### src/rtl/exc_div.sv
// LVDT excitation divider: down-counter producing a one-cycle carry every D mclk cycles and a 2*D square wave.
// Optional quadrature excitation output exc_quad is enabled by defining EXC_DIV_QUAD_EN.
module exc_div #(
    parameter int WIDTH     = 16,
    parameter int DIV_RESET = 100
) (
    input  logic             mclk,
    input  logic             rst,
    input  logic             en,
    input  logic             div_ld,
    input  logic [WIDTH-1:0] div_val,
    output logic             carry,
    output logic             exc_sq,
    output logic [WIDTH-1:0] cnt,
    output logic             ld_pend
`ifdef EXC_DIV_QUAD_EN
    ,
    output logic             exc_quad
`endif
);

    typedef enum logic {IDLE, RUN} state_t;

    localparam logic [WIDTH-1:0] DIV_RST_V = WIDTH'((DIV_RESET < 2) ? 2 : DIV_RESET);

    // Divisors below 2 would make D-1 reach zero or wrap, so they saturate at 2.
    function automatic logic [WIDTH-1:0] clamp_div(input logic [WIDTH-1:0] v);
        return (v < WIDTH'(2)) ? WIDTH'(2) : v;
    endfunction

    state_t           state;
    logic [WIDTH-1:0] div_act;
    logic [WIDTH-1:0] div_shd;
    logic [WIDTH-1:0] div_new;

    assign div_new = clamp_div(div_val);

`ifdef EXC_DIV_QUAD_EN
    logic             had_carry;
    logic [WIDTH-1:0] quad_pt;

    // Toggle point is floor(D/2) edges after the reload, i.e. when cnt equals ceil(D/2).
    assign quad_pt = div_act - (div_act >> 1);
`endif

    always_ff @(posedge mclk) begin
        if (!rst) begin
            state   <= IDLE;
            cnt     <= '0;
            carry   <= 1'b0;
            exc_sq  <= 1'b0;
            ld_pend <= 1'b0;
            div_act <= DIV_RST_V;
            div_shd <= DIV_RST_V;
`ifdef EXC_DIV_QUAD_EN
            exc_quad  <= 1'b0;
            had_carry <= 1'b0;
`endif
        end else begin
            case (state)
                IDLE: begin
                    carry   <= 1'b0;
                    exc_sq  <= 1'b0;
                    ld_pend <= 1'b0;
                    cnt     <= '0;
                    if (div_ld) begin
                        div_act <= div_new;
                        div_shd <= div_new;
                    end
                    if (en) begin
                        state <= RUN;
                        cnt   <= (div_ld ? div_new : div_act) - 1'b1;
                    end
                end

                RUN: begin
                    if (!en) begin
                        state   <= IDLE;
                        cnt     <= '0;
                        carry   <= 1'b0;
                        exc_sq  <= 1'b0;
                        ld_pend <= 1'b0;
`ifdef EXC_DIV_QUAD_EN
                        exc_quad  <= 1'b0;
                        had_carry <= 1'b0;
`endif
                        if (div_ld) begin
                            div_act <= div_new;
                            div_shd <= div_new;
                        end else if (ld_pend) begin
                            div_act <= div_shd;
                        end
                    end else if (cnt == '0) begin
                        // Reload edge: period boundary, pending divisor takes effect here.
                        carry   <= 1'b1;
                        exc_sq  <= ~exc_sq;
                        ld_pend <= 1'b0;
`ifdef EXC_DIV_QUAD_EN
                        had_carry <= 1'b1;
`endif
                        if (div_ld) begin
                            div_act <= div_new;
                            div_shd <= div_new;
                            cnt     <= div_new - 1'b1;
                        end else if (ld_pend) begin
                            div_act <= div_shd;
                            cnt     <= div_shd - 1'b1;
                        end else begin
                            cnt     <= div_act - 1'b1;
                        end
                    end else begin
                        carry <= 1'b0;
                        cnt   <= cnt - 1'b1;
                        if (div_ld) begin
                            div_shd <= div_new;
                            ld_pend <= 1'b1;
                        end
`ifdef EXC_DIV_QUAD_EN
                        if (had_carry && (cnt == quad_pt)) begin
                            exc_quad <= ~exc_quad;
                        end
`endif
                    end
                end

                default: begin
                    state <= IDLE;
                    cnt   <= '0;
                    carry <= 1'b0;
                end
            endcase
        end
    end

endmodule

### config.mk
export PLATFORM = sky130hd
export DESIGN_NAME = exc_div
export DESIGN_NICKNAME = d
export VERILOG_FILES = /design/src/rtl/exc_div.sv
export SDC_FILE = /design/constraint.sdc
export NUM_CORES = 1
export LEC_CHECK = 0
export CORE_MARGIN = 4
export CORE_UTILIZATION = 61
export CTS_CLUSTER_DIAMETER = 200
export DETAILED_ROUTE_END_ITERATION = 10
export PLACE_DENSITY = 0.85
export SYNTH_ARGS = -nofsm -noshare
export SYNTH_HDL_FRONTEND = slang
export SYNTH_SLANG_ARGS = --single-unit
### constraint.sdc
create_clock -name mclk -period 8.3 [get_ports mclk]
set_input_delay 1.66 -clock mclk [delete_from_list [all_inputs] [get_ports mclk]]
set_output_delay 1.66 -clock mclk [all_outputs]
set_load 0.02 [all_outputs]
-- After elaboration in Yosys (flattened, before gate mapping)
Cells that the tools add are included.
- output and inout port bits: 19
- memories: 0
- input port bits: 20
- memory bits (read-only): 0
- register bits: 52
- word-level logic and storage cells: 43
- bits in writable memories: 0
- bits in latches: 0
- $mul: 0
- bitwise gates (word level): 2
- $add $sub $neg: 5
- muxes and demuxes: 25
- eq/ne operators: 2
- $lt $le $gt $ge: 1
- reduce and logical (&&, ||, !) cells: 1
- shifts and indexed selects: 0
- divide/modulo/power cells: 0
- operator list (cell ; number):
    $mux 16 ; 12
    $sub 16x1->16 const B ; 5
    $pmux 16 s2 ; 2
    $logic_not 16->1 ; 1
    $lt 16x2->1 const B ; 1
    $mux 1 ; 8
    $pmux 1 s2 ; 3
    $ne 4x3->1 const B ; 1
    $ne 3x2->1 const B ; 1
    $not 1->1 ; 2

-- Depth between registers and ports, before layout
Gate-level depths: netlist of the first run.
- word-level depth: 7
- gate-level depth with buffers: 14
- mapped depth without buffers: 11

-- Worst setup path before layout of the first run
No wires, ideal clock.
- path kind: input-to-reg
- start point: input port div_ld
- end point: register cnt[12]
- stages: 12
- setup slack: 4.263 ns
- arrival: 3.922 ns
- library setup time: 0.116 ns
- path through: clkinv_1 clkbuf_1 clkbuf_1 nand2_1 a31oi_1 ha_1 nand3b_1 nor4_1 o22ai_2 nor4b_2 o32ai_1 a31o_1
- cells in the longest elaborated chain, start to end: 4
- elaborated cells between the ends (all ways): 7
- classes of those cells: 1 x add/sub; 6 x mux
- RTL lines (element ; line ; RTL):
    start: declaration ; 10 ; input logic div_ld,
    $mux 16, on equally long branches ; n/a ;
    $sub 16x1->16 / $mux 16 (equally long branches) ; 72, 93 ;
    $mux 16, on equally long branches ; 70, 77 ;
    $pmux 16 s2 (*) ; 60 ; case (state)
    end signal: assignment ; 72 ; cnt <= (div_ld ? div_new : div_act) - 1'b1;
    end signal: assignment ; 104 ; cnt <= div_new - 1'b1;
    end signal: assignment ; 107 ; cnt <= div_shd - 1'b1;
    end: declaration ; 14 ; output logic [WIDTH-1:0] cnt,
Every way passes the cells marked *; elsewhere a longest branch is shown, timed or not.
A chain may end at the register's enable or synchronous reset.

-- Final worst setup path of the first run
- start point: input port div_ld
- end point: register cnt[10]
The elaborated chain is that of the path after synthesis.

==> results of run 1 <==
cell families (layout without fill, tap and decap cells):
family	count (synthesis)	in the layout	share of synthesized area, %
adder cells (fa/ha/maj)	2	2	0.712
AND/OR/NAND/NOR	156	156	24.4
AO/OA/AOI/OAI	145	145	27.6
buffers and inverters	41	61	5.77
multiplexers	23	23	6.59
flip-flops	52	52	29.6
XOR/XNOR	21	21	5.24
sequential cells by signal, indices dropped and copies added, names as in the netlist:
register and flops:
carry 1, div_shd 16, state 1, div_act 16, ld_pend 1, cnt 16, exc_sq 1
placed cells by master, fill, tap and decap left out, types with 5 or more instances in the layout:
cell type         n
a31oi_1          11
o21ai_0          32
xnor2_1           9
dfxtp_1          52
a21oi_1          30
nand3b_1         12
nor2_1           26
clkdlybuf4s50_1  37
mux2i_1          22
o22ai_1           5
inv_1            11
nor2b_1           6
nand2_1          41
o221ai_1         12
a21boi_0         19
nor3_1           18
xor2_1           12
nor4_1            9
clkbuf_8          5
nand3_1           8
or3_1             5
area by class of cell:
| type | count | area share [%] |
|---|---|---|
| multi-input cells | 347 | 57.4 |
| clock inverters | 2 | 0.887 |
| repair buffers | 41 | 10.1 |
| clock buffers | 6 | 1.84 |
| flip-flops and latches | 52 | 26.4 |
| inverters | 12 | 1.14 |
| well taps | 72 | 2.28 |
per-stage QoR:
step           utilization [%]  hold WS, ns  instances  setup WS, ns
5_1_grt                   71.3        0.506        532          2.51
3_3_place_gp              69.4        0.470        524          2.72
4_1_cts                   71.3        0.483        532          2.95
6_report                  71.3        0.488        532          2.82
3_5_place_dp              69.4        0.471        524          2.62
2_1_floorplan                -        0.457        440          4.26
worst min-delay path, cell delays in order (launching register included):
cell     delay, ns
dfxtp_1       0.32
nand2_1       0.06
a21oi_1       0.06
per-layer routing:
metal | wire length [um] | part of all wire [%] | vias up
met3 | 967 | 9.5 | 35
met5 | 0 | 0 | -
met1 | 4490 | 44 | 1656
met2 | 4470 | 44 | 211
li1 | - | - | 1675
met4 | 274 | 2.7 | 0
worst max-delay path by stage:
stage	startpoint	end	slack, ns	cells past startpoint
2_1_floorplan	div_ld	cnt[12]	4.26	12
3_3_place_gp	div_ld	cnt[10]	2.72	12
3_5_place_dp	div_ld	cnt[10]	2.62	12
4_1_cts	div_ld	cnt[10]	2.95	12
5_1_grt	div_ld	cnt[10]	2.51	12
6_report	div_ld	cnt[10]	2.82	12
power groups by stage:
stage,Combinational (mW),Sequential [mW],Clock (mW)
6_report,0.253,0.288,0.180
5_1_grt,0.275,0.290,0.190
4_1_cts,0.247,0.287,0.180
3_5_place_dp,0.246,0.293,0
3_3_place_gp,0.242,0.292,0
2_1_floorplan,0.177,0.295,0
==> reports/qor.csv, run 1 <==
metric;value;unit
M2 GR Usage;43.5;%
worst reg-to-reg setup slack;4.68;ns
synth top area cells;dfxtp_1 30%, mux2i_1 6.3%, o21ai_0 4.6%;
count leader, synth;dfxtp_1;
Syn Area/Cell;7.98;um2
max-capacitance violation count;0;
Starting Density;63.4;%
NetSw;0.265;mW
DR pass1 iterations;7;
met3 Use GR;5.03;%
synth warn;0;
Sw Share;36.7;%
Reg-to-Reg End;cnt[12];
top-area cell type share of the netlist area;29.6;%
Skew-Pair Late Insertion Delay;0.32;ns
height of the chip;83.9;um
sequential power share;39.9;%
Design Area, Final;3950;um2
CTS buffer count;5;
clk slew on worst S/H paths;0.10;ns
largest net degree at the start of global routing;61;
final critical-path required period;5.48;ns
wire per inst;19.2;um
Clk pwr share;25.0;%
Async S/R FF share, synth;0;%
H-tree levels;2;
# fillers;474;
total power;0.721;mW
die area;7040;um2
Multi-input gate area;2270;um2
CP Max Fanout;60;
first-pass GRT wire length;16800;um
Cells after Synth;440;
HP Start;div_shd[13];
RSZ-0062 raised after global routing;no;
leakage power;1.38;nW
row count;27;
Clock Root Buffer;clkbuf_8;
Post-synth EDFFs;0;
CP Cell Sequence;buf_2 > clkinv_1 > nor2_1 > a211oi_2 > or2_2 > ha_1 > nand3b_1 > nor4_1 > o22ai_2 > nor3b_1 > or3_1 > nand3_1;
Internal Power;0.456;mW
Req. time, crit path;8.57;ns
Hold Path Depth;2;
Worst-Margin Slew;1.26;ns
fmax;0.182;GHz
outcome;finished clean;
placed inst area;3840;um2
hold buffer count at cts;0;
worst r2r path cells;11;
Slew Limit Fails;0;
sequential fraction of the synthesis area;29.6;%
Final nets;481;
Setup Skew;0.0113;ns
vias per cell;6.72;
clk sink count;52;
Yosys reg bits;52;
setup TNS;0;ns
total core area;5540;um2
final wirelength;10200;um
DP Wirelength;7180;um
CTS tree;yes;
antenna cells;0;
I/O pin count;39;
Hold Path Class;register to register;
GR peak layer;met2;
top_reg_cell synth;dfxtp_1;
Resized cells post-CTS;0;
RR Startpoint;ld_pend;
IO Port Bufs;38;
Critical Path Max Stage Delay;1.16;ns
largest area contributor in the netlist;dfxtp_1;
initial antenna violation count;0;
distinct cell type count after synthesis;66;
Critical Path End Type;register;
Final Cycle Share;66.1;%
Post-synth top cells;52 x dfxtp_1, 41 x nand2_1, 32 x o21ai_0;
Iter 0 DRT Violations;379;
routed vias;3577;
Die X-Extent;83.9;um
ratio of cells with drive above 1 in the final layout;6.52;%
WP buf/inv;2;
Total GRT Usage;28.9;%
critical path type;primary input to register;
register area;1040;um2
Setup Viol. Count Final;0;
crit path DAT;5.75;ns
Slowest-stage cell, CP;clkinv_1;
Overflow after GRT;0;
Syn Nets;462;
Hold Path End;div_shd[13];
CP top delay family;buffers and inverters;
VDD IR max;0.112;mV
# DRC;0;
RePlAce Congestion;0.993;
area grow syn2layout;12.5;%
Worst setup SP type;primary input;
combinational share of power;35.1;%
Slew HR;15.6;%
cell area after synthesis;3510;um2
Setup Buffers After CTS;0;
antenna viol nets, final;0;
final number of hold-violating endpoints;0;
Max clock buf depth;2;
Power Density;183;nW/um2
number of global-route vias before repair;3292;
global-route met1 utilization;40.9;%
(Power assumes the default switching activity.)
==> run 2: changes to the inputs <==
--- a/config.mk
+++ b/config.mk
@@ -6,10 +6,10 @@
 export NUM_CORES = 1
 export LEC_CHECK = 0
 export CORE_MARGIN = 4
-export CORE_UTILIZATION = 61
+export CORE_UTILIZATION = 57
 export CTS_CLUSTER_DIAMETER = 200
 export DETAILED_ROUTE_END_ITERATION = 10
-export PLACE_DENSITY = 0.85
+export PLACE_DENSITY = 0.81
 export SYNTH_ARGS = -nofsm -noshare
 export SYNTH_HDL_FRONTEND = slang
 export SYNTH_SLANG_ARGS = --single-unit
==> constraint.sdc (replaced) <==
create_clock -name mclk -period 5.6 [get_ports mclk]
set_input_delay 1.12 -clock mclk [delete_from_list [all_inputs] [get_ports mclk]]
set_output_delay 1.12 -clock mclk [all_outputs]
set_load 0.02 [all_outputs]
==> reports/qor.csv, run 2 (synthesized netlist as in run 1, its figures left out) <==
metric;value;unit;change
Reg-to-Reg End;cnt[12];;
Max clock buf depth;2;;unchanged
CTS buffer count;5;;unchanged
# fillers;515;;+8.6%
initial antenna violation count;0;;unchanged
outcome;finished clean;;
Critical Path End Type;register;;
I/O pin count;39;;unchanged
Met2 Routed Length;4290;um;-3.9%
Placed Cells;531;;+1.3%
Total GRT Usage;27.6;%;-1.3 points
H-tree levels;2;;unchanged
number of global-route vias before repair;3351;;+1.8%
Clock Root Buffer;clkbuf_8;;
height of the chip;86.5;um;+3.1%
Hold Path Class;register to register;;
DP Wirelength;7080;um;-1.4%
WP buf/inv;1;;-1
Final Cycle Share;74.8;%;
largest registers;cnt x16, div_act x16, div_shd x16;;
die area;7480;um2;+6.3%
CP Cell Sequence;clkdlybuf4s50_1 > nor3_1 > nand4_1 > a211oi_2 > or2_2 > ha_1 > nand3b_1 > nor4_1 > o22ai_2 > nor4b_2 > o32ai_1 > a31o_1;;
ratio of cells with drive above 1 in the final layout;7.54;%;+1.0 points
max-capacitance violation count;0;;unchanged
VDD IR max;0.148;mV;+32%
Power Density;272;nW/um2;+49%
RePlAce Congestion;0.897;;-9.7%
Slowest-stage cell, CP;clkdlybuf4s50_1;;
Max Used Layer;met4;;
row count;28;;+3.7%
hold buffer count at cts;0;;unchanged
fmax;0.239;GHz;
CP Max Fanout;6;;-90%
Overflow after GRT;0;;unchanged
Worst setup SP type;primary input;;
crit path DAT;4.41;ns;-1.34 ns
final critical-path required period;4.19;ns;
Slew HR;27.5;%;+12 points
final number of hold-violating endpoints;0;;unchanged
Starting Density;59.0;%;-4.4 points
leakage power;1.41;nW;+2.1%
Routed met3 length;987;um;+2.1%
worst r2r path cells;12;;+1
IO Port Bufs;38;;unchanged
area grow syn2layout;14.0;%;
total core area;5960;um2;+7.5%
critical path type;primary input to register;;
Setup Buffers After CTS;0;;unchanged
final wirelength;9910;um;-2.8%
vias per cell;6.64;;-1.3%
# DRC;0;;unchanged
commonest non-fill, non-tap cells in the layout;52 x dfxtp_1, 41 x nand2_1, 37 x clkdlybuf4s50_1;;
clk slew on worst S/H paths;0.10;ns;about the same
wire per inst;18.4;um;-4.1%
setup TNS;0;ns;unchanged
Hold Path End;div_shd[11];;
worst reg-to-reg setup slack;2.50;ns;-2.18 ns
Hold Path Depth;2;;unchanged
Req. time, crit path;5.82;ns;-2.75 ns
Critical Path Max Stage Delay;0.52;ns;-0.64 ns
Skew-Pair Late Insertion Delay;0.31;ns;about the same
routed vias;3577;;unchanged
DR pass1 iterations;6;;-1
CTS tree;yes;;
commonest non-fill, non-tap cell in the layout;dfxtp_1;;
DRT met1 WL;4390;um;-2.1%
Setup Viol. Count Final;0;;unchanged
Post-Layout Cell Count;539;;+1.3%
Die X-Extent;86.5;um;+3.1%
Worst-Margin Slew;1.08;ns;-0.177 ns
HP Start;div_shd[11];;
Slew Limit Fails;0;;unchanged
clk sink count;52;;unchanged
antenna cells;0;;unchanged
antenna viol nets, final;0;;unchanged
RR Startpoint;ld_pend;;
Iter 0 DRT Violations;357;;-5.8%
Resized cells post-CTS;0;;unchanged
Setup Skew;0.00458;ns;-0.00668 ns
CP top delay family;simple AND/OR/NAND/NOR gates;;
largest net degree at the start of global routing;49;;-20%
RSZ-0062 raised after global routing;no;;
Final nets;485;;+0.83%
first-pass GRT wire length;16500;um;-1.7%
run 2: tightest hold or removal path: stages (launching register included):
cell     delay (ns)
dfxtp_1        0.32
nand2_1        0.06
a21oi_1        0.06
run 2: cell type report:
cell class                 instances  area (um2)  share of cell area [%]
clock buffer                       7        96.3                    2.41
multi-input combinational        347        2270                    56.7
clock inverter                     1        30.0                   0.750
sequential                        52        1040                    26.0
timing repair buffer              45         428                    10.7
tap                               75        93.8                    2.34
inverter                          12        45.0                    1.13
run 2: layer usage:
metal	vias up	GRT usage, %
met5	-	0
met4	0	8.78
met3	24	4.85
met2	202	44.1
met1	1674	37.8
li1	1677	-
run 2: stage by stage:
stage	instance area, um2	total power [mW]	worst slack (ns)	util (%)	hold WS, ns
6_report	4000	1.09	1.41	67.2	0.490
5_1_grt	4000	1.15	1.21	67.2	0.515
4_1_cts	4000	1.08	1.47	67.2	0.486
3_5_place_dp	3880	0.798	1.15	65.1	0.472
3_3_place_gp	3880	0.791	1.29	65.1	0.465
2_1_floorplan	3510	0.700	2.10	-	0.457
run 2: where the power goes:
| group | switching (mW) | internal, mW |
|---|---|---|
| Combinational | 0.228 | 0.148 |
| Sequential | 0.0272 | 0.397 |
| Clock | 0.132 | 0.158 |
run 2: worst max-delay path by stage:
| stage | cells past startpoint | slack (ns) | start | end |
|---|---|---|---|---|
| after floorplan | 12 | 2.10 | div_ld | cnt[12] |
| final | 12 | 1.41 | div_val[4] | cnt[12] |
| after CTS | 12 | 1.47 | div_val[4] | cnt[12] |
| after detailed placement | 12 | 1.15 | div_val[4] | cnt[12] |
| after global routing | 12 | 1.21 | div_val[14] | cnt[12] |
| after global placement | 12 | 1.29 | div_val[4] | cnt[12] |
==> run 3: changes to the inputs <==
==> constraint.sdc (replaced) <==
create_clock -name mclk -period 4.1 [get_ports mclk]
set_input_delay 0.82 -clock mclk [delete_from_list [all_inputs] [get_ports mclk]]
set_output_delay 0.82 -clock mclk [all_outputs]
set_load 0.02 [all_outputs]
==> reports/qor.csv, run 3 (synthesized netlist as in run 1, its figures left out) <==
metric;value;unit;change
RR Startpoint;cnt[8];;
antenna viol nets, final;0;;unchanged
ratio of cells with drive above 1 in the final layout;8.51;%;+0.97 points
Internal Power;0.931;mW;+32%
Setup Viol. Count Final;0;;unchanged
Max clock buf depth;2;;unchanged
hold slack;0.489;ns;-0.00139 ns
Die X-Extent;86.5;um;unchanged
Critical Path Max Stage Delay;0.49;ns;-0.03 ns
critical path type;primary input to register;;
final wirelength;10400;um;+4.6%
Sw Share;36.7;%;+1.1 points
Total GRT Usage;28.8;%;+1.2 points
wire per inst;19.0;um;+3.4%
antenna cells;0;;unchanged
CTS tree;yes;;
pre-CTS setup slack;0.0224;ns;-1.13 ns
CP Cell Sequence;clkdlybuf4s50_1 > nor4_1 > nand4_1 > a211oi_2 > or2_2 > ha_1 > nand3b_1 > nor4_1 > o22ai_2 > nor4b_2 > o32ai_1 > a31o_1;;
initial antenna violation count;0;;unchanged
height of the chip;86.5;um;unchanged
Slowest-stage cell, CP;clkdlybuf4s50_1;;
RSZ-0062 raised after global routing;no;;
Final Cycle Share;95.0;%;
Req. time, crit path;4.32;ns;-1.50 ns
Hold Path End;div_shd[13];;
Critical Path End Type;register;;
max-capacitance violation count;0;;unchanged
Skew-Pair Late Insertion Delay;0.31;ns;about the same
Final nets;491;;+1.2%
Overflow after GRT;0;;unchanged
DR pass1 iterations;5;;-1
Layout Utilization;67.6;%;+0.44 points
Slew HR;54.3;%;+27 points
die area;7480;um2;unchanged
Multi-input gate area;2270;um2;unchanged
HP Start;div_shd[13];;
total core area;5960;um2;unchanged
Post-Layout Cell Count;545;;+1.1%
final critical-path required period;3.90;ns;
Reg-to-Reg End;cnt[12];;
setup TNS;0;ns;unchanged
outcome;finished clean;;
placed inst area;3920;um2;+1.2%
commonest non-fill, non-tap cells in the layout;52 x dfxtp_1, 41 x nand2_1, 37 x clkdlybuf4s50_1;;
vias per cell;6.57;;-1.1%
IO Port Bufs;38;;unchanged
VDD IR max;0.184;mV;+24%
Clk pwr share;24.8;%;-1.8 points
final number of hold-violating endpoints;0;;unchanged
Starting Density;59.0;%;unchanged
area grow syn2layout;14.7;%;
H-tree levels;2;;unchanged
worst reg-to-reg setup slack;1.02;ns;-1.48 ns
CP Max Fanout;5;;-1
hold buffer count at cts;0;;unchanged
Design Area, Final;4030;um2;+0.66%
Setup Skew;0.0117;ns;+0.00714 ns
Placed Cells;537;;+1.1%
DP Wirelength;7210;um;+1.9%
combinational share of power;35.7;%;+1.2 points
largest net degree at the start of global routing;50;;+2.0%
Iter 0 DRT Violations;363;;+1.7%
Worst-Margin Slew;0.678;ns;-0.406 ns
RePlAce Congestion;0.970;;+8.2%
Setup Buffers After CTS;0;;unchanged
Resized cells post-CTS;0;;unchanged
NetSw;0.539;mW;+39%
# DRC;0;;unchanged
row count;28;;unchanged
Power Density;365;nW/um2;+34%
CTS buffer count;5;;unchanged
worst r2r path cells;11;;-1
Worst setup SP type;primary input;;
clk slew on worst S/H paths;0.11;ns;about the same
Hold Path Depth;2;;unchanged
Slew Limit Fails;0;;unchanged
first-pass GRT wire length;17100;um;+3.5%
Final WS setup;0.204;ns;-1.21 ns
commonest non-fill, non-tap cell in the layout;dfxtp_1;;
sequential power share;39.5;%;+0.6 points
most numerous cell on the critical path;nor4_1;;
# fillers;531;;+3.1%
routed vias;3578;;+0.028%
I/O pin count;39;;unchanged
fmax;0.257;GHz;
clk sink count;52;;unchanged
leakage power;1.43;nW;+1.4%
largest registers;cnt x16, div_act x16, div_shd x16;;
total power;1.47;mW;+35%
number of global-route vias before repair;3289;;-1.9%
register area;1040;um2;unchanged
crit path DAT;4.12;ns;-0.29 ns
Hold Path Class;register to register;;
Clock Root Buffer;clkbuf_8;;
run 3: cell types whose count changed in the layout (fill, tap and decap cells not counted):
cell	delta
buf_4	+6
clkbuf_1	+1
clkbuf_8	-2
clkinv_2	+1
run 3: worst max path at each step:
stage           startpoint  endpoint  slack (ns)
6_report       div_val[11]   cnt[12]        0.20
5_1_grt        div_val[11]   cnt[12]        0.15
4_1_cts        div_val[11]   cnt[12]        0.34
3_5_place_dp   div_val[11]   cnt[12]        0.02
3_3_place_gp   div_val[11]   cnt[12]        0.14
2_1_floorplan       div_ld   cnt[12]        0.90
run 3: final cells by class:
cell class	instances	area share, %
timing repair buffer	51	11.7
tap	75	2.33
clock inverter	2	0.870
clock buffer	6	1.80
sequential	52	25.8
inverter	12	1.12
multi-input combinational	347	56.3
run 3: power groups by stage:
stage | Sequential [mW] | Combinational (mW) | Clock, mW
2_1_floorplan | 0.597 | 0.359 | 0
3_3_place_gp | 0.589 | 0.501 | 0
3_5_place_dp | 0.591 | 0.509 | 0
4_1_cts | 0.579 | 0.512 | 0.365
5_1_grt | 0.586 | 0.571 | 0.385
6_report | 0.580 | 0.524 | 0.365
run 3: per-layer routing:
layer	up-vias	wire length, um	global-route usage [%]
met4	0	185	8.36
met5	-	0	0
li1	1690	-	-
met2	178	4650	44.4
met3	16	802	4.47
met1	1694	4730	41.6
run 3: critical path: cells and delay by family:
family | cells | cell delay, ns
AOI/OAI and AO/OA | 4 | 0.83
adders and majority gates | 1 | 0.21
and+or+nand+nor | 6 | 1.74
buffers and inverters | 1 | 0.49
